==> config.mk <==
export PLATFORM = sky130hd
export DESIGN_NAME = pipeline_hazard_ctrl_flat
export DESIGN_NICKNAME = d
export VERILOG_FILES = /design/src/rtl/pipeline_hazard_ctrl_if.sv /design/src/rtl/pipeline_hazard_ctrl.sv /design/src/flat_wrapper.sv
export SDC_FILE = /design/constraint.sdc
export NUM_CORES = 1
export LEC_CHECK = 0
export CAP_MARGIN = 20
export CORE_MARGIN = 2
export CORE_UTILIZATION = 35
export DETAILED_ROUTE_END_ITERATION = 16
export HOLD_SLACK_MARGIN = 0.06
export SYNTH_ARGS = -nofsm -noshare
export SYNTH_HDL_FRONTEND = slang
export SYNTH_SLANG_ARGS = --single-unit
export TNS_END_PERCENT = 20
==> constraint.sdc <==
create_clock -name clk -period 2.7 [get_ports clk]
set_input_delay 0.54 -clock clk [delete_from_list [all_inputs] [get_ports clk]]
set_output_delay 0.54 -clock clk [all_outputs]
set_load 0.005 [all_outputs]
==> src/rtl/pipeline_hazard_ctrl_if.sv <==
// pipeline_hazard_ctrl_if: hazard inputs from the pipeline and stall/flush controls back to it
// master: pipeline datapath (drives hazard info, receives controls)
// slave:  hazard controller (receives hazard info, drives controls)
interface pipeline_hazard_ctrl_if #(parameter int CNT_W = 16);
  logic [4:0] rs_num_ID, rt_num_ID, rd_num_EX;
  logic uses_rt_ID, reg_write_enable_EX, mem_or_reg_EX;
  logic redirect_MEM, mem_req_MEM, mem_ready, halt_req;
  logic pc_we, halted, mem_timeout;
  logic stall_IF_ID, stall_ID_EX, stall_EX_MEM, stall_MEM_WB;
  logic flush_IF_ID, flush_ID_EX, flush_EX_MEM, flush_MEM_WB;
  logic [CNT_W-1:0] stall_count;
  modport master (
    output rs_num_ID, rt_num_ID, uses_rt_ID, rd_num_EX, reg_write_enable_EX, mem_or_reg_EX,
           redirect_MEM, mem_req_MEM, mem_ready, halt_req,
    input  pc_we, stall_IF_ID, stall_ID_EX, stall_EX_MEM, stall_MEM_WB,
           flush_IF_ID, flush_ID_EX, flush_EX_MEM, flush_MEM_WB, halted, mem_timeout, stall_count
  );
  modport slave (
    input  rs_num_ID, rt_num_ID, uses_rt_ID, rd_num_EX, reg_write_enable_EX, mem_or_reg_EX,
           redirect_MEM, mem_req_MEM, mem_ready, halt_req,
    output pc_we, stall_IF_ID, stall_ID_EX, stall_EX_MEM, stall_MEM_WB,
           flush_IF_ID, flush_ID_EX, flush_EX_MEM, flush_MEM_WB, halted, mem_timeout, stall_count
  );
endinterface

==> src/rtl/pipeline_hazard_ctrl.sv <==
// pipeline_hazard_ctrl: stall/flush controller for the IF/ID..MEM/WB buffers and PC
// clk, rst_b (async active-low); bus: hazard inputs in, pc_we/stall/flush/halted/mem_timeout/stall_count out
module pipeline_hazard_ctrl #(
  parameter int MEM_TIMEOUT  = 64,
  parameter int DRAIN_CYCLES = 3,
  parameter int CNT_W        = 16
) (
  input  logic clk,
  input  logic rst_b,
  pipeline_hazard_ctrl_if.slave bus
);
  localparam int WW = $clog2(MEM_TIMEOUT + 1);
  localparam logic [1:0] RUN = 2'd0, MEM_WAIT = 2'd1, DRAIN = 2'd2, HALTED = 2'd3;
  logic [1:0] state;
  logic [WW-1:0] wait_cnt, wait_inc;
  logic [2:0] drain_cnt;
  logic [CNT_W-1:0] stall_count;
  logic mem_timeout;
  logic active, freeze, hazard, redir, lu, hlt, drain_out, halt_s, pc_we_i;
  always_comb begin
    active    = state == RUN || state == MEM_WAIT;
    // once waiting, only mem_ready releases the freeze; DRAIN still honours a new wait
    freeze    = (state == MEM_WAIT) ? ~bus.mem_ready
              : (state == RUN || state == DRAIN) & bus.mem_req_MEM & ~bus.mem_ready;
    hazard    = bus.reg_write_enable_EX & bus.mem_or_reg_EX & (bus.rd_num_EX != 5'd0) &
                (bus.rd_num_EX == bus.rs_num_ID | (bus.uses_rt_ID & bus.rd_num_EX == bus.rt_num_ID));
    redir     = active & ~freeze & bus.redirect_MEM;
    lu        = active & ~freeze & ~bus.redirect_MEM & hazard;
    hlt       = active & ~freeze & ~bus.redirect_MEM & ~hazard & bus.halt_req;
    drain_out = state == DRAIN & ~freeze;
    halt_s    = state == HALTED;
    pc_we_i   = ~(freeze | lu | hlt | drain_out | halt_s);
    // the cycle that enters MEM_WAIT already counts as wait cycle one
    wait_inc  = ((state == MEM_WAIT) ? wait_cnt : WW'(0)) + WW'(1);
  end
  assign bus.pc_we        = rst_b & pc_we_i;
  assign bus.stall_IF_ID  = rst_b & (freeze | lu | halt_s);
  assign bus.stall_ID_EX  = rst_b & (freeze | halt_s);
  assign bus.stall_EX_MEM = rst_b & (freeze | halt_s);
  assign bus.stall_MEM_WB = rst_b & halt_s;
  assign bus.flush_IF_ID  = rst_b & (redir | hlt | drain_out);
  assign bus.flush_ID_EX  = rst_b & (redir | lu);
  assign bus.flush_EX_MEM = rst_b & redir;
  assign bus.flush_MEM_WB = rst_b & freeze;
  assign bus.halted       = rst_b & halt_s;
  assign bus.mem_timeout  = mem_timeout;
  assign bus.stall_count  = stall_count;
  always_ff @(posedge clk or negedge rst_b) begin
    if (!rst_b) begin
      state       <= RUN;
      wait_cnt    <= '0;
      drain_cnt   <= '0;
      stall_count <= '0;
      mem_timeout <= 1'b0;
    end else begin
      if (active & ~pc_we_i & ~&stall_count) stall_count <= stall_count + 1'b1;
      if (active & freeze) begin
        if (wait_inc >= WW'(MEM_TIMEOUT)) begin
          state       <= HALTED;
          mem_timeout <= 1'b1;
        end else begin
          state    <= MEM_WAIT;
          wait_cnt <= wait_inc;
        end
      end else if (hlt) begin
        state     <= DRAIN;
        drain_cnt <= '0;
        wait_cnt  <= '0;
      end else if (state == MEM_WAIT) begin
        state    <= RUN;
        wait_cnt <= '0;
      end else if (drain_out) begin
        if (drain_cnt == 3'(DRAIN_CYCLES - 1)) state <= HALTED;
        else drain_cnt <= drain_cnt + 3'd1;
      end
    end
  end
endmodule

==> src/flat_wrapper.sv <==
// flat-port wrapper written by rule: the top's interface ports become plain ports
module pipeline_hazard_ctrl_flat 
#(
  parameter int MEM_TIMEOUT  = 64,
  parameter int DRAIN_CYCLES = 3,
  parameter int CNT_W        = 16
)
  (clk, rst_b, bus_rs_num_ID, bus_rt_num_ID, bus_uses_rt_ID, bus_rd_num_EX, bus_reg_write_enable_EX, bus_mem_or_reg_EX, bus_redirect_MEM, bus_mem_req_MEM, bus_mem_ready, bus_halt_req, bus_pc_we, bus_stall_IF_ID, bus_stall_ID_EX, bus_stall_EX_MEM, bus_stall_MEM_WB, bus_flush_IF_ID, bus_flush_ID_EX, bus_flush_EX_MEM, bus_flush_MEM_WB, bus_halted, bus_mem_timeout, bus_stall_count);
  pipeline_hazard_ctrl_if #(.CNT_W(CNT_W)) bus_i ();
  input  logic clk;
  input  logic rst_b;
  input wire logic [$bits(bus_i.rs_num_ID)-1:0] bus_rs_num_ID;
  input wire logic [$bits(bus_i.rt_num_ID)-1:0] bus_rt_num_ID;
  input wire logic [$bits(bus_i.uses_rt_ID)-1:0] bus_uses_rt_ID;
  input wire logic [$bits(bus_i.rd_num_EX)-1:0] bus_rd_num_EX;
  input wire logic [$bits(bus_i.reg_write_enable_EX)-1:0] bus_reg_write_enable_EX;
  input wire logic [$bits(bus_i.mem_or_reg_EX)-1:0] bus_mem_or_reg_EX;
  input wire logic [$bits(bus_i.redirect_MEM)-1:0] bus_redirect_MEM;
  input wire logic [$bits(bus_i.mem_req_MEM)-1:0] bus_mem_req_MEM;
  input wire logic [$bits(bus_i.mem_ready)-1:0] bus_mem_ready;
  input wire logic [$bits(bus_i.halt_req)-1:0] bus_halt_req;
  output wire logic [$bits(bus_i.pc_we)-1:0] bus_pc_we;
  output wire logic [$bits(bus_i.stall_IF_ID)-1:0] bus_stall_IF_ID;
  output wire logic [$bits(bus_i.stall_ID_EX)-1:0] bus_stall_ID_EX;
  output wire logic [$bits(bus_i.stall_EX_MEM)-1:0] bus_stall_EX_MEM;
  output wire logic [$bits(bus_i.stall_MEM_WB)-1:0] bus_stall_MEM_WB;
  output wire logic [$bits(bus_i.flush_IF_ID)-1:0] bus_flush_IF_ID;
  output wire logic [$bits(bus_i.flush_ID_EX)-1:0] bus_flush_ID_EX;
  output wire logic [$bits(bus_i.flush_EX_MEM)-1:0] bus_flush_EX_MEM;
  output wire logic [$bits(bus_i.flush_MEM_WB)-1:0] bus_flush_MEM_WB;
  output wire logic [$bits(bus_i.halted)-1:0] bus_halted;
  output wire logic [$bits(bus_i.mem_timeout)-1:0] bus_mem_timeout;
  output wire logic [$bits(bus_i.stall_count)-1:0] bus_stall_count;
  assign bus_i.rs_num_ID = bus_rs_num_ID;
  assign bus_i.rt_num_ID = bus_rt_num_ID;
  assign bus_i.uses_rt_ID = bus_uses_rt_ID;
  assign bus_i.rd_num_EX = bus_rd_num_EX;
  assign bus_i.reg_write_enable_EX = bus_reg_write_enable_EX;
  assign bus_i.mem_or_reg_EX = bus_mem_or_reg_EX;
  assign bus_i.redirect_MEM = bus_redirect_MEM;
  assign bus_i.mem_req_MEM = bus_mem_req_MEM;
  assign bus_i.mem_ready = bus_mem_ready;
  assign bus_i.halt_req = bus_halt_req;
  assign bus_pc_we = bus_i.pc_we;
  assign bus_stall_IF_ID = bus_i.stall_IF_ID;
  assign bus_stall_ID_EX = bus_i.stall_ID_EX;
  assign bus_stall_EX_MEM = bus_i.stall_EX_MEM;
  assign bus_stall_MEM_WB = bus_i.stall_MEM_WB;
  assign bus_flush_IF_ID = bus_i.flush_IF_ID;
  assign bus_flush_ID_EX = bus_i.flush_ID_EX;
  assign bus_flush_EX_MEM = bus_i.flush_EX_MEM;
  assign bus_flush_MEM_WB = bus_i.flush_MEM_WB;
  assign bus_halted = bus_i.halted;
  assign bus_mem_timeout = bus_i.mem_timeout;
  assign bus_stall_count = bus_i.stall_count;
  pipeline_hazard_ctrl #(.MEM_TIMEOUT(MEM_TIMEOUT), .DRAIN_CYCLES(DRAIN_CYCLES), .CNT_W(CNT_W)) u_core (.clk(clk), .rst_b(rst_b), .bus(bus_i));
endmodule
Word level (Yosys, flattened, before mapping)
Cells that the tools add are included.
{"block": "word_totals", "ff_bits": 29, "out_inout_bits": 27}
{"block": "classes", "n_bitwise": 40, "muxes": 16, "add_sub_neg": 3, "n_reduce_logical": 14, "eq_ne": 9, "magnitude_cmp": 1}
{"cell": "$mux 7", "n": 5}
{"cell": "$and 1x1->1", "n": 24}
{"cell": "$add 16x1->16 const B", "n": 1}
{"cell": "$reduce_and 16->1", "n": 1}
{"cell": "$mux 2", "n": 6}
{"cell": "$mux 3", "n": 4}
{"cell": "$eq 5x5->1", "n": 2}
{"cell": "$or 1x1->1", "n": 10}
{"cell": "$reduce_bool 4->1", "n": 2}
{"cell": "$add 7x1->7 const B", "n": 1}
{"cell": "$ge 7x7->1 const B", "n": 1}
{"cell": "$not 1->1", "n": 6}
{"cell": "$reduce_and 2->1", "n": 3}
{"cell": "$reduce_bool 5->1", "n": 1}
{"cell": "$eq 2x2->1 const B", "n": 2}
{"cell": "$ne 2x1->1 const B", "n": 2}
{"cell": "$reduce_and 4->1", "n": 1}
{"cell": "$add 3x1->3 const B", "n": 1}
{"cell": "$eq 3x2->1 const B", "n": 1}
{"cell": "$reduce_bool 3->1", "n": 1}
{"cell": "$eq 2x1->1 const B", "n": 1}
{"cell": "$logic_not 2->1", "n": 1}
{"cell": "$logic_or 1x1->1", "n": 2}
{"cell": "$ne 2x2->1 const B", "n": 1}
{"cell": "3 further kinds", "n": 3}

Depth between registers and ports, before layout
Gate-level depths: netlist of run 1.
{"block": "depth", "word_depth": 15, "mapped_depth": 10}

Worst setup path before layout of run 1
Ideal clock, no wire load.
{"block": "synth_path", "path_type": "input-to-reg", "from": "input bus_rd_num_EX[3]", "to": "register u_core.stall_count[6], in the netlist u_core.bus.stall_count[6]", "path_buffers": 1, "stages": 7, "path_slack_ps": 522, "arrival_ps": 2054, "path_cell_list": "xor2_1 -> nor4_4 -> a221oi_2 -> a2111oi_4 -> buf_6 -> nand4_1 -> xnor2_1"}
{"block": "synth_via", "elab_chain_cells": 12, "word_cells_on_any_way": 17, "classes_between": "2 x eq/ne; 14 x bitwise; 1 x reduce/logical"}
{"element": "start, declared", "line": "flat_wrapper.sv:15", "text": "input wire logic [$bits(bus_i.rd_num_EX)-1:0] bus_rd_num_EX;"}
{"element": "$eq 5x5->1", "line": "pipeline_hazard_ctrl.sv:26", "text": "(bus.rd_num_EX == bus.rs_num_ID | (bus.uses_rt_ID & bus.rd_num_EX == bus.rt_num_ID));"}
{"element": "$and 1x1->1", "line": "pipeline_hazard_ctrl.sv:26"}
{"element": "$or 1x1->1", "line": "pipeline_hazard_ctrl.sv:26"}
{"element": "$and 1x1->1 *", "line": "pipeline_hazard_ctrl.sv:25", "text": "hazard = bus.reg_write_enable_EX & bus.mem_or_reg_EX & (bus.rd_num_EX != 5'd0) &"}
{"element": "$not 1->1", "line": "pipeline_hazard_ctrl.sv:29", "text": "hlt = active & ~freeze & ~bus.redirect_MEM & ~hazard & bus.halt_req;"}
{"element": "$and 1x1->1 (2 in series)", "line": "pipeline_hazard_ctrl.sv:29"}
{"element": "$or 1x1->1 * (3 in series)", "line": "pipeline_hazard_ctrl.sv:32", "text": "pc_we_i = ~(freeze | lu | hlt | drain_out | halt_s);"}
{"element": "$and 1x1->1 * (2 in series)", "line": "pipeline_hazard_ctrl.sv:56", "text": "if (active & ~pc_we_i & ~&stall_count) stall_count <= stall_count + 1'b1;"}
{"element": "end signal, assigned", "line": "pipeline_hazard_ctrl.sv:56"}
{"element": "end, declared", "line": "pipeline_hazard_ctrl.sv:17", "text": "logic [CNT_W-1:0] stall_count;"}
Mark *: on every way between the ends. The rest lies on a longest branch, timed or not.
A chain may end at the register's enable or synchronous reset.

Worst setup path after layout of run 1
{"block": "layout_path", "from": "input bus_mem_req_MEM", "to": "output bus_flush_EX_MEM"}
{"block": "layout_via", "elab_chain_cells": 7}
{"element": "start, declared", "line": "flat_wrapper.sv:19", "text": "input wire logic [$bits(bus_i.mem_req_MEM)-1:0] bus_mem_req_MEM;"}
{"element": "$and 1x1->1 (2 in series)", "line": "pipeline_hazard_ctrl.sv:24", "text": ": (state == RUN || state == DRAIN) & bus.mem_req_MEM & ~bus.mem_ready;"}
{"element": "$mux 1", "line": "pipeline_hazard_ctrl.sv:23", "text": "freeze = (state == MEM_WAIT) ? ~bus.mem_ready"}
{"element": "$not 1->1", "line": "pipeline_hazard_ctrl.sv:27", "text": "redir = active & ~freeze & bus.redirect_MEM;"}
{"element": "$and 1x1->1 (2 in series)", "line": "pipeline_hazard_ctrl.sv:27"}
{"element": "$and 1x1->1", "line": "pipeline_hazard_ctrl.sv:43", "text": "assign bus.flush_EX_MEM = rst_b & redir;"}
{"element": "end, declared", "line": "flat_wrapper.sv:29", "text": "output wire logic [$bits(bus_i.flush_EX_MEM)-1:0] bus_flush_EX_MEM;"}
Every way passes these cells.

==> metrics.csv, run 1 <==
stage,metric,value,unit
floorplan,ios,51,
synthesis,synth_seq_area_share,41.2,%
synthesis,netlist_area,0.00176,sq mm
sta,finalHoldViolCount,0,
sta,skew,0.00525,ns
global_routing,antenna_found_initial,0,
critical_path,cp.required,2.16,ns
power_and_ir_drop,powerDensity,584,mW/mm^2
global_routing,grt_pass1_vias,1589,
sta,slew_headroom,69.7,%
synthesis,yosys.area.top_type,dfrtp_1,
critical_path,crit_fanout,5,
synthesis,synth_ff_type,dfrtp_1,
placed_design,place_congestion,0.873,
floorplan,die_h,75.0,microns
sta,final.period_utilization,99.0,%
layout,post-route-util,55.2,%
placed_design,dp_hpwl,3.19,mm
synthesis,synth_seq_cells,29,
sta,rsz0062_at_grt,true,
routing,vias,1601,
routing,drc,0,
critical_path,r2r_cells,9,
routing,ant_nets,0,
routing,drt_pass1_iterations,4,
synthesis,synth.area.top_cells,"dfrtp_1, xnor2_1, xor2_1",
clocking,clock_latency,0.28,ns
floorplan,die_area,0.00562,sq mm
global_routing,grt_overflow,0,
routing,wl,4.27,mm
sta,period_minus_slack,2.67,ns
critical_path,r2r_slack,0.40,ns
placed_design,io_buffers,50,
clocking,cts_buffers,5,
layout,area_growth,49.8,%
global_routing,grtUsageTotal,16.7,%
synthesis,avgSynthCellArea,9.58,sq um
floorplan,coreArea,0.00479,sq mm
power_and_ir_drop,max-vdd-ir-drop,0.435,mV
sta,maxSlewViolCount,0,
clocking,htreeDepth,2,
critical_path,path_class,in -> out,
clocking,cts_sinks,29,
synthesis,synth_nets,212,
min_path,hold_depth,1,
synthesis,synthDistinctLibCells,41,
floorplan,num_rows,25,
power_and_ir_drop,power,1.54,mW
layout,final_area,0.00264,sq mm
sta,fmax,0.374,GHz
clocking,clkTransAtPathRegs,0.06,ns
sta,tightestPinTransition,0.450,ns
routing,drt_iter0_markers,88,
outcome,status,"finished, final reports clean",
sta,setup_violations,0,
global_routing,grt_start_max_net_pins,29,
synthesis,syn_inst,184,
synthesis,synth_async_sr_flop_share,100,%
run,drv_cap,0,
clocking,cts_tree,built,
clocking,clock_path_buffers,2,
power_and_ir_drop,cellLeakagePower,1.13,nW
routing,post_drt_wl_per_cell,13.1,microns
critical_path,cp-start-kind,input port,
layout,n_antenna_cell,0,
global_routing,grt_pass1_wl,7.29,mm
synthesis,synth_top_area_share,41.2,%
sta,holdWs,0.468,ns
min_path,worstHoldPathType,reg -> reg,
layout,drive_above_1_share,20.8,%
floorplan,die_width,75.0,microns
critical_path,worstSetupEndpointType,output pin,
clocking,cts-hold-fix-buffers,0,
routing,viasPerCell,4.91,
synthesis,synth-edff-count,0,
synthesis,ys_warn_count,0,
clocking,root_buffer,clkbuf_8,
floorplan,start_util,36.8,%
critical_path,arrival,2.13,ns
placed_design,placedInstanceArea,0.00248,sq mm
layout,nNetsFinal,286,
==> routing by layer <==
layer	GRT usage (%)	vias up	routed length [microns]	part of all wire [%]
met5	0	-	0	0
met1	24.4	749	2050	48
met2	24.2	54	1840	43
met4	4.17	0	19	0.45
met3	4.95	2	359	8.4
li1	-	796	-	-
==> cells by family (layout without fill, tap and decap cells) <==
| logic type | after synthesis | in the layout | share of synthesized area, % |
|---|---|---|---|
| flip-flops | 29 | 29 | 41.2 |
| adder cells (fa/ha/maj) | 4 | 4 | 2.84 |
| multiplexers | 2 | 2 | 1.21 |
| AND/OR/NAND/NOR | 82 | 82 | 25.8 |
| XOR/XNOR | 28 | 28 | 13.9 |
| buffers and inverters | 12 | 87 | 3.83 |
| AO/OA/AOI/OAI | 27 | 27 | 11.2 |
==> where the power goes <==
part           leakage (nW)  internal, mW  switching (mW)
clock network        0.0439         0.177           0.171
registers             0.384         0.517          0.0929
logic                 0.706         0.321           0.261
total                  1.13          1.02           0.526
==> layout by cell type, fill, tap and decap left out, drive strengths merged, types with 4 or more instances in the layout <==
master,instances
nor3,4
xor2,12
dfrtp,29
dlygate4sd2,7
ha,4
and3,9
nand2,12
nor2,17
nor4,4
buf,22
clkbuf,6
o21ai,7
xnor2,16
clkdlybuf4s50,38
a31oi,4
nand3,9
a21oi,7
inv,7
nand4,11
nor2b,5
==> synth_stat cells, drive strengths merged, types with 2 or more instances <==
cell type / instances
xor2: 12
nor3: 4
nor2b: 5
nand3b: 2
dfrtp: 29
a2111oi: 2
nor2: 17
a21oi: 7
nand2: 12
nor4: 4
and3: 9
nand2b: 2
nand4: 11
and2: 3
inv: 7
nand3: 9
o21ai: 7
buf: 4
xnor2: 16
a31oi: 4
ha: 4
==> worst max-delay path, cell delays in order <==
cell	delay, ns
clkdlybuf4s50_1	0.43
nor2_1	0.09
nor2_1	0.08
nor2_1	0.28
and3_1	0.20
clkdlybuf4s50_1	0.50
==> through the flow <==
step | worst slack [ns] | setup TNS, ns | std cells
2_1_floorplan | 0.522 | 0 | 184
3_3_place_gp | -0.389 | -3.55 | 317
3_5_place_dp | -0.395 | -3.47 | 317
4_1_cts | 0.0139 | 0 | 325
5_1_grt | -0.0400 | -0.0928 | 326
6_report | 0.0280 | 0 | 326
==> timing repair <==
| item | 4_1_cts | 5_1_grt |
|---|---|---|
| pin swaps | 6 | 7 |
| endpoints found under the hold margin | 0 | 0 |
| endpoints found under the setup margin | 4 | 6 |
| resized for setup | 24 | 7 |
| buffers inserted | 0 | 1 |
==> worst paths after layout <==
check,start,to
setup / recovery,bus_mem_req_MEM,bus_flush_EX_MEM
hold / removal,u_core.bus.mem_timeout$_DFFE_PN0P_,u_core.bus.mem_timeout$_DFFE_PN0P_
setup reg to reg,u_core.state[1]$_DFFE_PN0P_,u_core.wait_cnt[2]$_DFFE_PN0P_
hold reg to reg,u_core.bus.mem_timeout$_DFFE_PN0P_,u_core.bus.mem_timeout$_DFFE_PN0P_
max in group asynchronous,rst_b,u_core.bus.stall_count[9]$_DFFE_PN0P_
min in group asynchronous,rst_b,u_core.state[0]$_DFFE_PN0P_
==> cell type report <==
cell class                 count  area (sq um)
inverter                       7          26.3
clock buffer                   5          68.8
timing repair buffer          72           667
clock inverter                 3          17.5
multi-input combinational    143          1050
tap                           67          83.8
fill                         449          2150
sequential                    29           726
==> sequential cells by signal, indices dropped and copies added (netlist names) <==
register                flops
u_core.bus.stall_count     16
u_core.state                2
u_core.bus.mem_timeout      1
u_core.drain_cnt            3
u_core.wait_cnt             7
Power figures use the tool's default switching activity.
==> run 2: changes to the inputs <==
- CORE_UTILIZATION: 35 -> 47
- PLACE_DENSITY: not set -> 0.79
==> run 2 against run 1 <==
Compared with the run above: sequential power up 1%; worst hold slack worse by 0.014 ns; clock skew up 0.0021 ns; global-route usage up 6.3 points; sequential share of layout area down 0.078 points; critical endpoint unchanged; largest cell class unchanged; highest routed layer unchanged.
==> metrics.csv, run 2 (synthesis results as in run 1) <==
stage,metric,value,unit
global_routing,busiest_layer,met2,
sta,fmax,0.378,GHz
global_routing,grt_pass1_wl,7.47,mm
global_routing,met1_usage,29.4,%
layout,fill_cells,302,
routing,ant_nets,0,
routing,drt_iter0_markers,75,
global_routing,grtUsageTotal,22.9,%
critical_path,cp.required,2.16,ns
layout,area_growth,50.2,%
sta,final.period_utilization,98.0,%
sta,slew_headroom,70.5,%
run,drv_cap,0,
sta,period_minus_slack,2.65,ns
power_and_ir_drop,clockPowerShare,27.5,%
power_and_ir_drop,internal_power,1.14,mW
layout,post-route-util,72.9,%
routing,post_drt_wl_per_cell,14.8,microns
routing,vias,1625,
critical_path,crit_fanout,3,
critical_path,reg2reg_to,u_core.wait_cnt[2]$_DFFE_PN0P_,
clocking,clock_path_buffers,2,
critical_path,cp-start-kind,input port,
layout,final_common_cell,clkdlybuf4s50_1,
critical_path,arrival,2.11,ns
routing,drt_pass1_iterations,4,
layout,fin_cells,306,
critical_path,slowest_delay,0.48,ns
placed_design,dp_hpwl,3.36,mm
clocking,cts_buffers,5,
floorplan,ios,51,
clocking,cts_sinks,29,
floorplan,start_util,48.5,%
clocking,cts_tree,built,
critical_path,crit_family,buffers and inverters,
global_routing,grt_start_max_net_pins,28,
routing,viasPerCell,5.31,
power_and_ir_drop,p_sw,0.536,mW
floorplan,die_area,0.00426,sq mm
sta,finalHoldViolCount,0,
routing,drc,0,
global_routing,grt_pass1_vias,1582,
sta,setup_violations,0,
global_routing,grtUsageMet3,4.62,%
clocking,htreeDepth,2,
layout,nNetsFinal,285,
critical_path,cp_slowest_cell,clkdlybuf4s50_1,
global_routing,grt_overflow,0,
placed_design,place_ws,-0.409,ns
layout,top_regs,"u_core.bus.stall_count (16), u_core.wait_cnt (7), u_core.drain_cnt (3)",
layout,drive_above_1_share,22.5,%
critical_path,path_class,in -> out,
sta,maxSlewViolCount,0,
placed_design,place_congestion,0.812,
power_and_ir_drop,powerDensity,631,mW/mm^2
min_path,worstHoldPathType,in -> async,
global_routing,antenna_found_initial,0,
layout,n_antenna_cell,0,
global_routing,met2_usage,40.2,%
clocking,postCtsSetupRepairBufs,0,
critical_path,worstSetupEndpointType,output pin,
power_and_ir_drop,max-vdd-ir-drop,0.474,mV
sta,setup_ws,0.0531,ns
critical_path,crit_buf_inv,3,
sta,skew,0.00734,ns
sta,rsz0062_at_grt,true,
floorplan,die_h,65.2,microns
clocking,clock_latency,0.28,ns
floorplan,die_width,65.2,microns
power_and_ir_drop,sw_frac_of_total,32.1,%
layout,largest_register,u_core.bus.stall_count,
routing,wl,4.53,mm
floorplan,num_rows,22,
power_and_ir_drop,pwr-share-comb,35.5,%
layout,largest_register_ffs,16,
clocking,clkTransAtPathRegs,0.06,ns
layout,final_cell_mix,"clkdlybuf4s50_1, dfrtp_1, buf_4, xnor2_1, nor2_1",
sta,tightestPinTransition,0.438,ns
placed_design,dp.cells,298,
critical_path,r2r-start,u_core.state[0]$_DFFE_PN0P_,
clocking,root_buffer,clkbuf_8,
power_and_ir_drop,seqPwrFrac,37.0,%
critical_path,cpMostUsedCell,clkdlybuf4s50_1,
critical_path,r2r_slack,0.37,ns
critical_path,path_cells,clkdlybuf4s50_1 > nor2_1 > nor2_2 > nor2_4 > buf_4 > and3_1 > clkdlybuf4s50_1,
clocking,cts-hold-fix-buffers,0,
outcome,status,"finished, final reports clean",
critical_path,r2r_cells,9,
power_and_ir_drop,cellLeakagePower,1.17,nW
placed_design,io_buffers,50,
floorplan,coreArea,0.00363,sq mm
-- run 2: layer usage --
layer  routed length (microns)  vias to the layer above
li1                          -                      792
met1                      2010                      774
met2                      2270                       57
met3                       244                        2
met4                        12                        0
met5                         0                        -
-- run 2: worst max path at each step --
stage                                 from                                    end  slack (ns)  cells after the start
after global routing       bus_mem_req_MEM                       bus_flush_MEM_WB       -0.02                      6
after floorplan           bus_rd_num_EX[3]  u_core.bus.stall_count[6]$_DFFE_PN0P_        0.52                      7
after detailed placement  bus_rd_num_EX[3]                        bus_stall_IF_ID       -0.41                      8
final                      bus_mem_req_MEM                       bus_flush_EX_MEM        0.05                      7
after CTS                 bus_rs_num_ID[1]                        bus_flush_ID_EX      -0.007                      8
after global placement    bus_rd_num_EX[3]                        bus_flush_ID_EX       -0.37                      8
-- run 2: cell type report --
| type | instances | area [sq um] | share of cell area, % |
|---|---|---|---|
| clock buffer | 7 | 86.3 | 3.26 |
| clock inverter | 1 | 30.0 | 1.13 |
| inverter | 7 | 26.3 | 0.992 |
| multi-input combinational | 143 | 1070 | 40.5 |
| sequential | 29 | 726 | 27.4 |
| tap | 48 | 60.1 | 2.27 |
| timing repair buffer | 71 | 647 | 24.4 |
-- run 2: metrics by stage --
step / setup TNS (ns) / power, mW / instance area (sq um) / hold slack [ns]
floorplan: 0 / 0.909 / 1760 / 0.244
detailed placement: -4.70 / 1.20 / 2450 / 0.480
global placement: -3.48 / 1.17 / 2450 / 0.454
finish: 0 / 1.67 / 2650 / 0.454
CTS: -0.00721 / 1.67 / 2620 / 0.450
global route: -0.0292 / 1.78 / 2650 / 0.443
-- run 2: power groups by stage --
stage	sequential, mW	clock, mW	combinational (mW)
2_1_floorplan	0.595	0	0.314
3_3_place_gp	0.619	0	0.555
6_report	0.619	0.459	0.593
3_5_place_dp	0.623	0	0.575
5_1_grt	0.629	0.495	0.654
4_1_cts	0.617	0.469	0.582
-- run 2: timing repair --
| item | CTS | global route |
|---|---|---|
| resized for setup | 24 | 18 |
| setup endpoints to repair | 5 | 4 |
| pin swaps | 7 | 9 |
| cloned | 0 | 0 |
